## config.mk

```make
export PLATFORM = sky130hd
export DESIGN_NAME = row_serializer
export DESIGN_NICKNAME = d
export VERILOG_FILES = /design/src/rtl/cmm_pkg.sv /design/src/rtl/row_serializer.sv
export SDC_FILE = /design/constraint.sdc
export NUM_CORES = 1
export LEC_CHECK = 0
export ABC_CLOCK_PERIOD_IN_PS = 4800
export CAP_MARGIN = 20
export CORE_UTILIZATION = 45
export DETAILED_ROUTE_END_ITERATION = 10
export GPL_TIMING_DRIVEN = 0
export HOLD_SLACK_MARGIN = 0.12
export PLACE_DENSITY = 0.71
export RECOVER_POWER = 50
export SLEW_MARGIN = 20
export SYNTH_ARGS = -nofsm -noshare
export SYNTH_HDL_FRONTEND = slang
export SYNTH_SLANG_ARGS = --single-unit
```

## constraint.sdc

```tcl
create_clock -name clk -period 4.8 [get_ports clk]
set_input_delay 1.44 -clock clk [delete_from_list [all_inputs] [get_ports clk]]
set_output_delay 1.44 -clock clk [all_outputs]
set_load 0.05 [all_outputs]
```

## src/rtl/cmm_pkg.sv

```systemverilog
// Shared definitions for the complex-matrix datapath output stage: default widths,
// the row serializer state encoding and packed complex field helpers.
package cmm_pkg;

    localparam int CMM_ELEMENT_SIZE = 16;
    localparam int CMM_ROW_LEN      = 4;
    localparam int CMM_HALF         = CMM_ELEMENT_SIZE / 2;

    typedef enum logic {
        IDLE   = 1'b0,
        STREAM = 1'b1
    } state_t;

    // Packed complex element: real part in the upper half, imaginary part in the lower half.
    function automatic logic [CMM_HALF-1:0] cplx_re(input logic [CMM_ELEMENT_SIZE-1:0] e);
        return e[CMM_ELEMENT_SIZE-1:CMM_HALF];
    endfunction

    function automatic logic [CMM_HALF-1:0] cplx_im(input logic [CMM_ELEMENT_SIZE-1:0] e);
        return e[CMM_HALF-1:0];
    endfunction

endpackage

```

## src/rtl/row_serializer.sv

```systemverilog
// Drains one full row of packed complex elements per load beat and streams the
// elements out one per cycle under valid/ready, supporting back-to-back rows.
module row_serializer
    import cmm_pkg::*;
#(
    parameter int ELEMENT_SIZE = CMM_ELEMENT_SIZE,
    parameter int ROW_LEN      = CMM_ROW_LEN,
    localparam int IDX_W       = (ROW_LEN > 1) ? $clog2(ROW_LEN) : 1
) (
    input  logic                            clk,
    input  logic                            reset_n,
    input  logic                            load_valid,
    output logic                            load_ready,
    input  logic [ROW_LEN*ELEMENT_SIZE-1:0] load_data,
    output logic                            out_valid,
    input  logic                            out_ready,
    output logic [ELEMENT_SIZE-1:0]         out_data,
    output logic [IDX_W-1:0]                out_index,
    output logic                            out_last,
    output logic                            busy
);

    localparam logic [IDX_W-1:0] LAST_IDX = IDX_W'(ROW_LEN - 1);

    state_t                          state;
    logic [ROW_LEN*ELEMENT_SIZE-1:0] row_reg;
    logic [IDX_W-1:0]                next_idx;
    logic                            beat;
    logic                            load;

    assign out_valid  = (state == STREAM);
    assign busy       = (state == STREAM);
    assign beat       = out_valid && out_ready;
    // A new row may enter while the final element of the current row is being taken.
    assign load_ready = (state == IDLE) || (beat && out_last);
    assign load       = load_valid && load_ready;
    assign next_idx   = IDX_W'(out_index + 1'b1);

    always_ff @(posedge clk or negedge reset_n) begin
        if (!reset_n) begin
            state     <= IDLE;
            row_reg   <= '0;
            out_data  <= '0;
            out_index <= '0;
            out_last  <= 1'b0;
        end else begin
            if (load) begin
                state     <= STREAM;
                row_reg   <= load_data;
                out_data  <= load_data[ELEMENT_SIZE-1:0];
                out_index <= '0;
                out_last  <= (ROW_LEN == 1);
            end else if (beat) begin
                if (out_last) begin
                    state <= IDLE;
                end else begin
                    out_index <= next_idx;
                    out_data  <= row_reg[int'(next_idx)*ELEMENT_SIZE +: ELEMENT_SIZE];
                    out_last  <= (next_idx == LAST_IDX);
                end
            end
        end
    end

endmodule

```

* After elaboration in Yosys (flattened, before gate mapping)
Index checks and enable logic that the tools add are counted.
Cells by class: mux-type cells 12, shift-type cells 1, div/mod/pow operators 0, order comparisons 0, equality and inequality tests 2, reductions and logical operators 8, add/sub/neg operators 1, multipliers 0, bitwise gates (word level) 1
Operator list (number):
- $shiftx 64x7->16 | 1
- $mux 16 | 3
- $mux 1 | 6
- $mux 2 | 3
- $reduce_and 2->1 | 2
- $reduce_bool 2->1 | 2
- $logic_and 1x1->1 | 3
- $add 2x1->2 const B | 1
- $eq 2x2->1 const B | 1
- $ne 2x1->1 const B | 1
- $logic_or 1x1->1 | 1
- $not 1->1 | 1
Storage, ports and cells: flip-flop bits (word level) 84, input bits 68, memories kept 0, word-level logic and storage cells 30, latch bits 0, ROM bits 0, output and inout bits 22, RAM bits 0

* Logic depth before layout (Yosys ltp)
Gate-level depths: netlist of run 1.
depth in word-level cells 6, mapped depth 8, depth with buffers taken out 4

* Worst setup path before layout of run 1
OpenSTA, ideal clock, no wires.
kind in2out, from in out_ready, to out load_ready, data arrival time 1.913 ns, buffers on the path 2, cell stages on the path 3, slack 1.447 ns, required time 3.360 ns, path through a21bo_2 buf_6 buf_6
On the way: longest elaborated chain between the ends 3
Ends and longest elaborated chain:
- from (decl) | RTL line row_serializer.sv:16 | input logic out_ready,
- $logic_and 1x1->1 | RTL line row_serializer.sv:33 | assign beat = out_valid && out_ready;
- $logic_and 1x1->1 | RTL line row_serializer.sv:35 | assign load_ready = (state == IDLE) || (beat && out_last);
- $logic_or 1x1->1 | RTL line row_serializer.sv:35
- to (decl) | RTL line row_serializer.sv:13 | output logic load_ready,
Every way passes these cells.

* Final worst setup path of run 1
Same ends and word-level chain as after synthesis.

==> results by stage, run 1 <==
Final layout:
- The library cell used most frequently in the layout, excluding fill and tap cells, is clkdlybuf4s50_1.
- The final layout contains 402 nets.
- Leaving out fill and tap cells, the most frequent cells in the layout are clkdlybuf4s50_1 (85), dfrtp_1 (84), mux2_2 (48).
- The fraction of layout instances using a drive strength above 1 is 0.275.
- The number of antenna diodes in the final layout is 0.
- The register with the most flip-flops in the layout has 64 of them.
- The area growth from synthesis to layout is 32.5%.
- The finished cells cover 4950 µm².

Setup path:
- The worst setup path is launched from an input pin.
- The maximum net fanout on the critical path is 10.
- The startpoint identified for the worst register-to-register timing path is busy$_DFFE_PN0P_.
- The launching instance or port of the critical path is out_ready.
- The critical path capture point type is an output port.
- STA puts the critical path data arrival time at 3.02 ns.
- In this run the critical register-to-register path is captured at row_reg[52]$_DFFE_PN0P_.
- The internal reg-to-reg setup slack is 2.50 ns.
- The kind of critical path is in -> out.
- The number of cells on the worst reg-to-reg path is 5.
- For the worst setup path, the data required time is 3.36 ns.

Synthesis:
- The post-synthesis average cell area is 16.1 µm².
- For this run, the number of Yosys warnings is 0.
- The count of mapped cells out of synthesis is 232.
- The mapped cell area is 3740 µm².
- After synthesis, the netlist uses 30 different library cells.
- The sequential share of the synthesized area is 0.563.
- Counting flops with an async set or reset pin after synthesis yields a share of 1.00.
- The synthesized design contains 0 enable-type register cells.
- The prevailing post-synth register cell is dfrtp_1.
- After synthesis the netlist holds a flip-flop and latch count of 84.
- The net count after synthesis is 301.

Clocking:
- CTS built an H-tree with a depth of 3.
- The master cell of the clock root buffer is clkbuf_8.
- Post-CTS repair changed the size of 0 cells.
- Buffers inserted during clock tree synthesis total 9.
- The clock latency on the worst-skew pair is 0.35 ns.
- TritonCTS built the clock tree.
- The number of sinks handled by clock tree synthesis is 84.
- The clock passes through at most 2 buffers.
- After clock tree synthesis, the clock-pin slew on the worst setup and hold paths is 0.08 ns.
- The number of setup buffers added after CTS is 0.
- For this design, the CTS-stage hold fixing added 0 buffers.

STA:
- The worst slew margin relative to its limit is -0.444.
- On the final layout, the worst clock skew is 0.0114 ns.
- The fmax is 224 MHz.
- Setup violations remaining at the end of the flow were counted as 0.
- For the pin with the worst max-slew slack, the measured transition is 2.17 ns.
- The count of final max-slew check failures was 41.
- The smallest clock period supported by the final layout is computed as 4.46 ns.
- The total count of hold-check failures in the final report is 0.
- Adding up every negative setup slack in the final design gives 0 ns.
- Setup repair after global routing left no endpoint under its margin.
- Of the available clock period, the critical path in the final layout requires 0.930.

Die:
- The die span in y is 93.1 µm.
- The floorplan die area is 8670 µm².
- The die width is 93.1 µm.
- The core region is 7890 µm².
- The count of boundary I/O pins is 90.
- The initialized floorplan defines 32 standard-cell rows.
- The initial utilization of the core area, before any placement, comes to 0.474.

Run:
- Max-cap violations in this run came to 1.

Drt:
- The detail route stage leaves a number of antenna-violating nets equal to 0.
- Across all layers, the routed design uses 2433 vias.
- In the final routed layout, each cell accounts on average for 19.3 µm.
- After the first detailed-routing iteration, the DRC count stood at 98.
- Using the TritonRoute via totals, the vias-per-cell ratio works out to 5.53.
- The final layout contains routed wiring with a total length of 8500 µm.
- The number of optimization iterations in the first detailed-route pass is 4.
- For this run, design rule violations remaining after detail routing come to 0.

Min path:
- The worst min-delay path class is reg -> reg.
- For hold timing, the worst endpoint is row_reg[7]$_DFFE_PN0P_.
- The number of stages on the worst hold path is 1.
- In this run the most critical hold path is launched from row_reg[7]$_DFFE_PN0P_.

Placement:
- Port buffering added 89 buffers.
- The placed instance area is 4780 µm².
- The placed wire-length estimate after detailed placement is 5960 µm.
- The congestion estimate from routability-driven global placement came to 0.745.

Pwr:
- The completed layout was analyzed and its total power is 3.31 mW.
- Summed over all cells, the static leakage comes to 2.26 nW.
- The power per cell area is 668 nW/µm².
- The maximum ir drop on the vdd rail is 268 µV.

Global route:
- Summed over all layers, the global routing overflow is 0.
- In the global route stage, overall resource usage came out at 0.217.
- The wire length of the first global-routing pass is 13700 µm.
- The number of global-route vias before repair is 2567.
- The initial antenna violation count is 0.
- Entering global routing, the biggest net connects 46 pins.

Outcome:
- The checks that failed: capacitance limit, slew limit.
- The flow ran to the end, but the final reports show violations.
## report_power, final
| part | internal (mW) | switching, mW | leakage (nW) |
|---|---|---|---|
| registers | 1.05 | 0.186 | 1.02 |
| clock network | 0.256 | 0.259 | 0.0918 |
| logic | 0.833 | 0.718 | 1.15 |
## worst max-delay path by stage
| stage | end | slack (ns) |
|---|---|---|
| 2_1_floorplan | load_ready | 1.45 |
| 3_3_place_gp | row_reg[20]$_DFFE_PN0P_ | -0.73 |
| 3_5_place_dp | load_ready | 0.04 |
| 4_1_cts | load_ready | 0.04 |
| 5_1_grt | load_ready | 0.28 |
| 6_report | load_ready | 0.34 |
## synth_stat cells, types with 2 or more instances
library cell	count	share of area
nand2b_1	3	0.0050
dfrtp_1	84	0.56
and3_1	12	0.020
buf_6	8	0.024
a21o_1	16	0.032
mux4_2	8	0.048
clkbuf_1	2	0.0020
and3_2	4	0.0080
inv_1	2	0.0020
a221o_1	16	0.043
clkbuf_8	4	0.015
mux2_2	48	0.14
mux4_1	8	0.056
## cell type report
cell class	instances	area, µm²
plain buffers	18	183
clock buffers	11	141
clock inverters	5	61.3
fillers	621	2940
inverters	2	7.51
multi-input cells	128	1430
flip-flops and latches	84	2100
well taps	102	128
repair buffers	90	892
## routing by layer
metal | vias up | global-route usage | share of wire
met5 | - | 0 | 0
met4 | 0 | 0.0821 | 0.016
met3 | 11 | 0.0317 | 0.038
met2 | 62 | 0.358 | 0.51
met1 | 1268 | 0.292 | 0.44
li1 | 1092 | - | -
## cell families after synthesis
kind of cell / after synthesis / share of synthesized area
AO/OA/AOI/OAI: 38 / 0.0884
buffers and inverters: 20 / 0.0529
multiplexers: 65 / 0.252
adder cells (fa/ha/maj): 1 / 0.00335
flip-flops: 84 / 0.563
AND/OR/NAND/NOR: 24 / 0.0409
## critical path: stages
cell and delay, ns:
dlygate4sd3_1 0.68, a21bo_2 0.18, buf_6 0.14, buf_6 0.15, dlymetal6s2s_1 0.44
## metrics by stage
stage | utilization | instances | hold WS [ns] | worst slack, ns
after floorplan | - | 232 | 0.441 | 1.45
after global placement | 0.603 | 423 | 0.454 | -0.729
after detailed placement | 0.606 | 424 | 0.462 | 0.0389
after CTS | 0.632 | 440 | 0.482 | 0.0394
after global routing | 0.627 | 440 | 0.502 | 0.277
final | 0.627 | 440 | 0.483 | 0.335
(Power assumes the default switching activity.)
==> run 2: changes to the inputs <==
--- a/config.mk
+++ b/config.mk
@@ -5,13 +5,15 @@
 export SDC_FILE = /design/constraint.sdc
 export NUM_CORES = 1
 export LEC_CHECK = 0
+export ABC_AREA = 1
 export ABC_CLOCK_PERIOD_IN_PS = 4800
 export CAP_MARGIN = 20
 export CORE_UTILIZATION = 45
+export CTS_CLUSTER_DIAMETER = 60
 export DETAILED_ROUTE_END_ITERATION = 10
 export GPL_TIMING_DRIVEN = 0
 export HOLD_SLACK_MARGIN = 0.12
-export PLACE_DENSITY = 0.71
+export PLACE_DENSITY = 0.72
 export RECOVER_POWER = 50
 export SLEW_MARGIN = 20
 export SYNTH_ARGS = -nofsm -noshare
==> results by stage, run 2 <==
Setup path:
- On the worst path, the slowest cell contributes a delay of 0.81 ns.
- Measured in cells, the most critical reg-to-reg path has a length of 11.
- Traced cell by cell, the critical path runs through clkdlybuf4s50_1 -> nand2_1 -> nand2_4 -> buf_4 -> clkdlybuf4s50_1.
- For this design, the slowest cell found on the critical path is clkdlybuf4s50_1.
- The cell type group with the largest total delay on the critical path is buffers and inverters.
- The worst setup path is launched from an input pin.
- By instance count, the cell type seen most on the critical path is clkdlybuf4s50_1.
- The kind of critical path is in -> out.
- The required time at the endpoint of the critical path is 3.36 ns.
- In this run the worst path has a maximum fanout of 10.
- The count of buffering cells on the critical path with inverters included is 3.
- The capture point of the worst reg-to-reg path is out_data[5]$_DFFE_PN0P_.
- Setup slack on the worst reg-to-reg path comes out at 2.45 ns.
- The reg-to-reg startpoint is out_index[0]$_DFFE_PN0P_.
- The critical path capture point type is an output port.
- Data on the critical path arrives at its endpoint at 3.22 ns.

Clocking:
- The number of sinks handled by clock tree synthesis is 84.
- The clock-pin slew on the worst setup and hold paths is 0.07 ns.
- The number of setup buffers added after CTS is 0.
- The number of buffers added to fix hold violations after cts is 0.
- Counting along the longest clock path gives a buffer depth of 2.
- Buffers inserted during clock tree synthesis total 9.
- The clock latency on the worst-skew pair is 0.36 ns.
- The clock tree from TritonCTS is done.
- The count of H-tree levels built during CTS is 3.
- The post-cts gate resize count is 0.
- The master cell of the clock root buffer is clkbuf_8.

Synthesis:
- In the post-synthesis netlist, the biggest area contributors are dfrtp_1 (48%), nand2_1 (11%), o21ai_2 (9.6%).
- The sequential share of the synthesized area is 0.482.
- In this run, synthesis inferred 0 flip-flops with an integrated enable.
- The cell area that synthesis handed to floorplanning was 4360 µm².
- The prevailing post-synth register cell is dfrtp_1.
- The cell accounting for the most synthesized area is dfrtp_1.
- The count of different cell masters after synthesis is 18.
- After technology mapping, the gate count stands at 518.
- The post-synthesis average cell area is 8.42 µm².
- The commonest cells after synthesis are nand2_1 (128), dfrtp_1 (84), inv_1 (82).
- The number of flip-flops and latches in the synthesized netlist is 84.
- For this run, the number of Yosys warnings is 0.
- By instance count, the leading cell after synthesis is nand2_1.
- Of the post-synthesis cell area, the dominant cell type holds 0.482.
- Synthesis produced a netlist with a net count of 587.
- In the synthesized netlist the async set-or-reset flop fraction comes to 1.00.

Drt:
- In the final routed layout, each cell accounts on average for 14.5 µm.
- The sum of routed wire length over all layers is 10900 µm.
- The number of optimization iterations in the first detailed-route pass is 5.
- In the routed layout, each cell is associated on average with a via count of 4.90.
- The violation count after the first detailed-routing iteration is 185.
- The total via count in the routed design is 3688.
- The antenna violation net count after detailed routing is 0.
- The number of DRC violations after detailed routing is 0.

Final layout:
- The final cell utilization of the core is 0.598.
- At the end of the flow, the number of nets in the layout was 687.
- The flip-flop count of the largest register after layout is 64.
- The number of antenna cells inserted is 0.
- The fraction of layout instances using a drive strength above 1 is 0.212.
- In the layout the commonest cells are nand2_1 (129), clkdlybuf4s50_1 (87), dfrtp_1 (84).
- The commonest non-fill, non-tap cell in the layout is nand2_1.
- Compared with the post-synthesis result, the final layout area differs by 27.9%.

STA:
- The total count of hold-check failures in the final report is 0.
- The slew at the pin closest to its max-slew limit is 1.66 ns.
- The worst pin sits at a relative slew slack of -0.104.
- Derived from the worst setup path, the maximum achievable clock frequency is 215 MHz.
- Dividing the final minimum period by the clock period gives 0.970.
- Setup repair after global routing left no endpoint under its margin.
- The post-layout minimum cycle time is 4.66 ns.
- In the post-route analysis, the smallest setup slack over all paths is 0.145 ns.
- The setup skew after layout is 0.0134 ns.
- The count of final max-slew check failures is 33.
- Setup violations remaining at the end of the flow were counted as 0.

Placement:
- Buffers placed on the I/O ports in this run total 88.
- OpenSTA, run right after detailed placement, puts the worst setup slack at 0.126 ns.
- Detailed placement finished with a half-perimeter wire length of 8250 µm.
- At the end of routability-driven placement, the weighted congestion stood at 0.876.

Global route:
- The total global routing overflow is 0.
- The initial antenna violation count was 0.
- The number of global-route vias before repair came to 3809.
- The wire length of the first global-routing pass is 18000 µm.
- For this run, the total global-route usage over all layers was measured as 0.234.
- The largest net degree at the start of global routing is 54.

Min path:
- The path with the worst hold slack has its endpoint at row_reg[18]$_DFFE_PN0P_.
- The number of stages on the worst hold path is 2.
- The worst min-delay path class is reg -> reg.
- In this run the most critical hold path is launched from row_reg[18]$_DFFE_PN0P_.

Pwr:
- The power per cell area is 719 nW/µm².
- The cell leakage power is 2.75 nW.
- The maximum ir drop on the vdd rail is 293 µV.

Outcome:
- The checks that failed: capacitance limit, slew limit.
- The flow ran to the end, but the final reports show violations.

Die:
- The floorplan has 35 rows.
- The floorplan step defined a die boundary enclosing 10100 µm².
- Measured along the x axis, the die boundary spans 100 µm.
- The initial utilization of the core area, before any placement, comes to 0.467.
- After floorplanning, the core was sized to cover 9330 µm².
- The die span in y is 100 µm.
- The count of boundary I/O pins is 90.

Run:
- The max-capacitance violation count is 1.
-- run 2: worst max path at each step --
stage                              end  slack [ns]  cells past startpoint      start
6_report                    load_ready        0.14                      5  out_ready
3_5_place_dp                load_ready        0.13                      5  out_ready
3_3_place_gp   out_data[0]$_DFFE_PN0P_       -0.71                      1    reset_n
2_1_floorplan               load_ready        1.46                      3  out_ready
5_1_grt                     load_ready        0.07                      5  out_ready
4_1_cts                     load_ready        0.12                      5  out_ready
-- run 2: routing by layer --
metal,up-vias,share of wire,track usage
li1,1793,-,-
met1,1762,0.44,0.312
met2,113,0.49,0.385
met3,20,0.054,0.0418
met4,0,0.021,0.0814
met5,-,0,0
-- run 2: area by class of cell --
cell class                      instances  area, µm²
Sequential cell                        84       2100
Tap cell                              129        161
Clock buffer                           12        165
Inverter                               85        320
Multi-Input combinational cell        318       1660
Fill cell                             870       3750
Clock inverter                          4       22.5
Buffer                                 31        269
Timing Repair Buffer                   89        880
-- run 2: worst min-delay path: stages, from the launching register on --
cell,delay [ns]
dfrtp_1,0.32
inv_1,0.06
o21ai_2,0.12
-- run 2: kinds of logic after synthesis --
logic type,after synthesis,synth area share
and+or+nand+nor,235,0.243
buffers and inverters,116,0.136
DFF,84,0.482
AOI/OAI and AO/OA,82,0.135
adders and majority gates,1,0.00287
-- run 2: per-stage QoR --
step	TNS, ns	instances	power, mW	hold slack, ns	area, µm²
floorplan	0	518	2.85	0.491	4360
global placement	-59.43	735	3.48	0.501	5400
detailed placement	0	736	3.54	0.508	5430
CTS	0	752	4.02	0.524	5610
global route	0	752	4.31	0.550	5580
finish	0	752	4.01	0.523	5580
-- run 2: power by group --
part           internal, mW  switching, mW  leakage (nW)  total (mW)
Combinational         0.832           1.51          1.63        2.35
Clock                 0.228          0.255        0.0982       0.483
Sequential             1.06          0.123          1.02        1.18
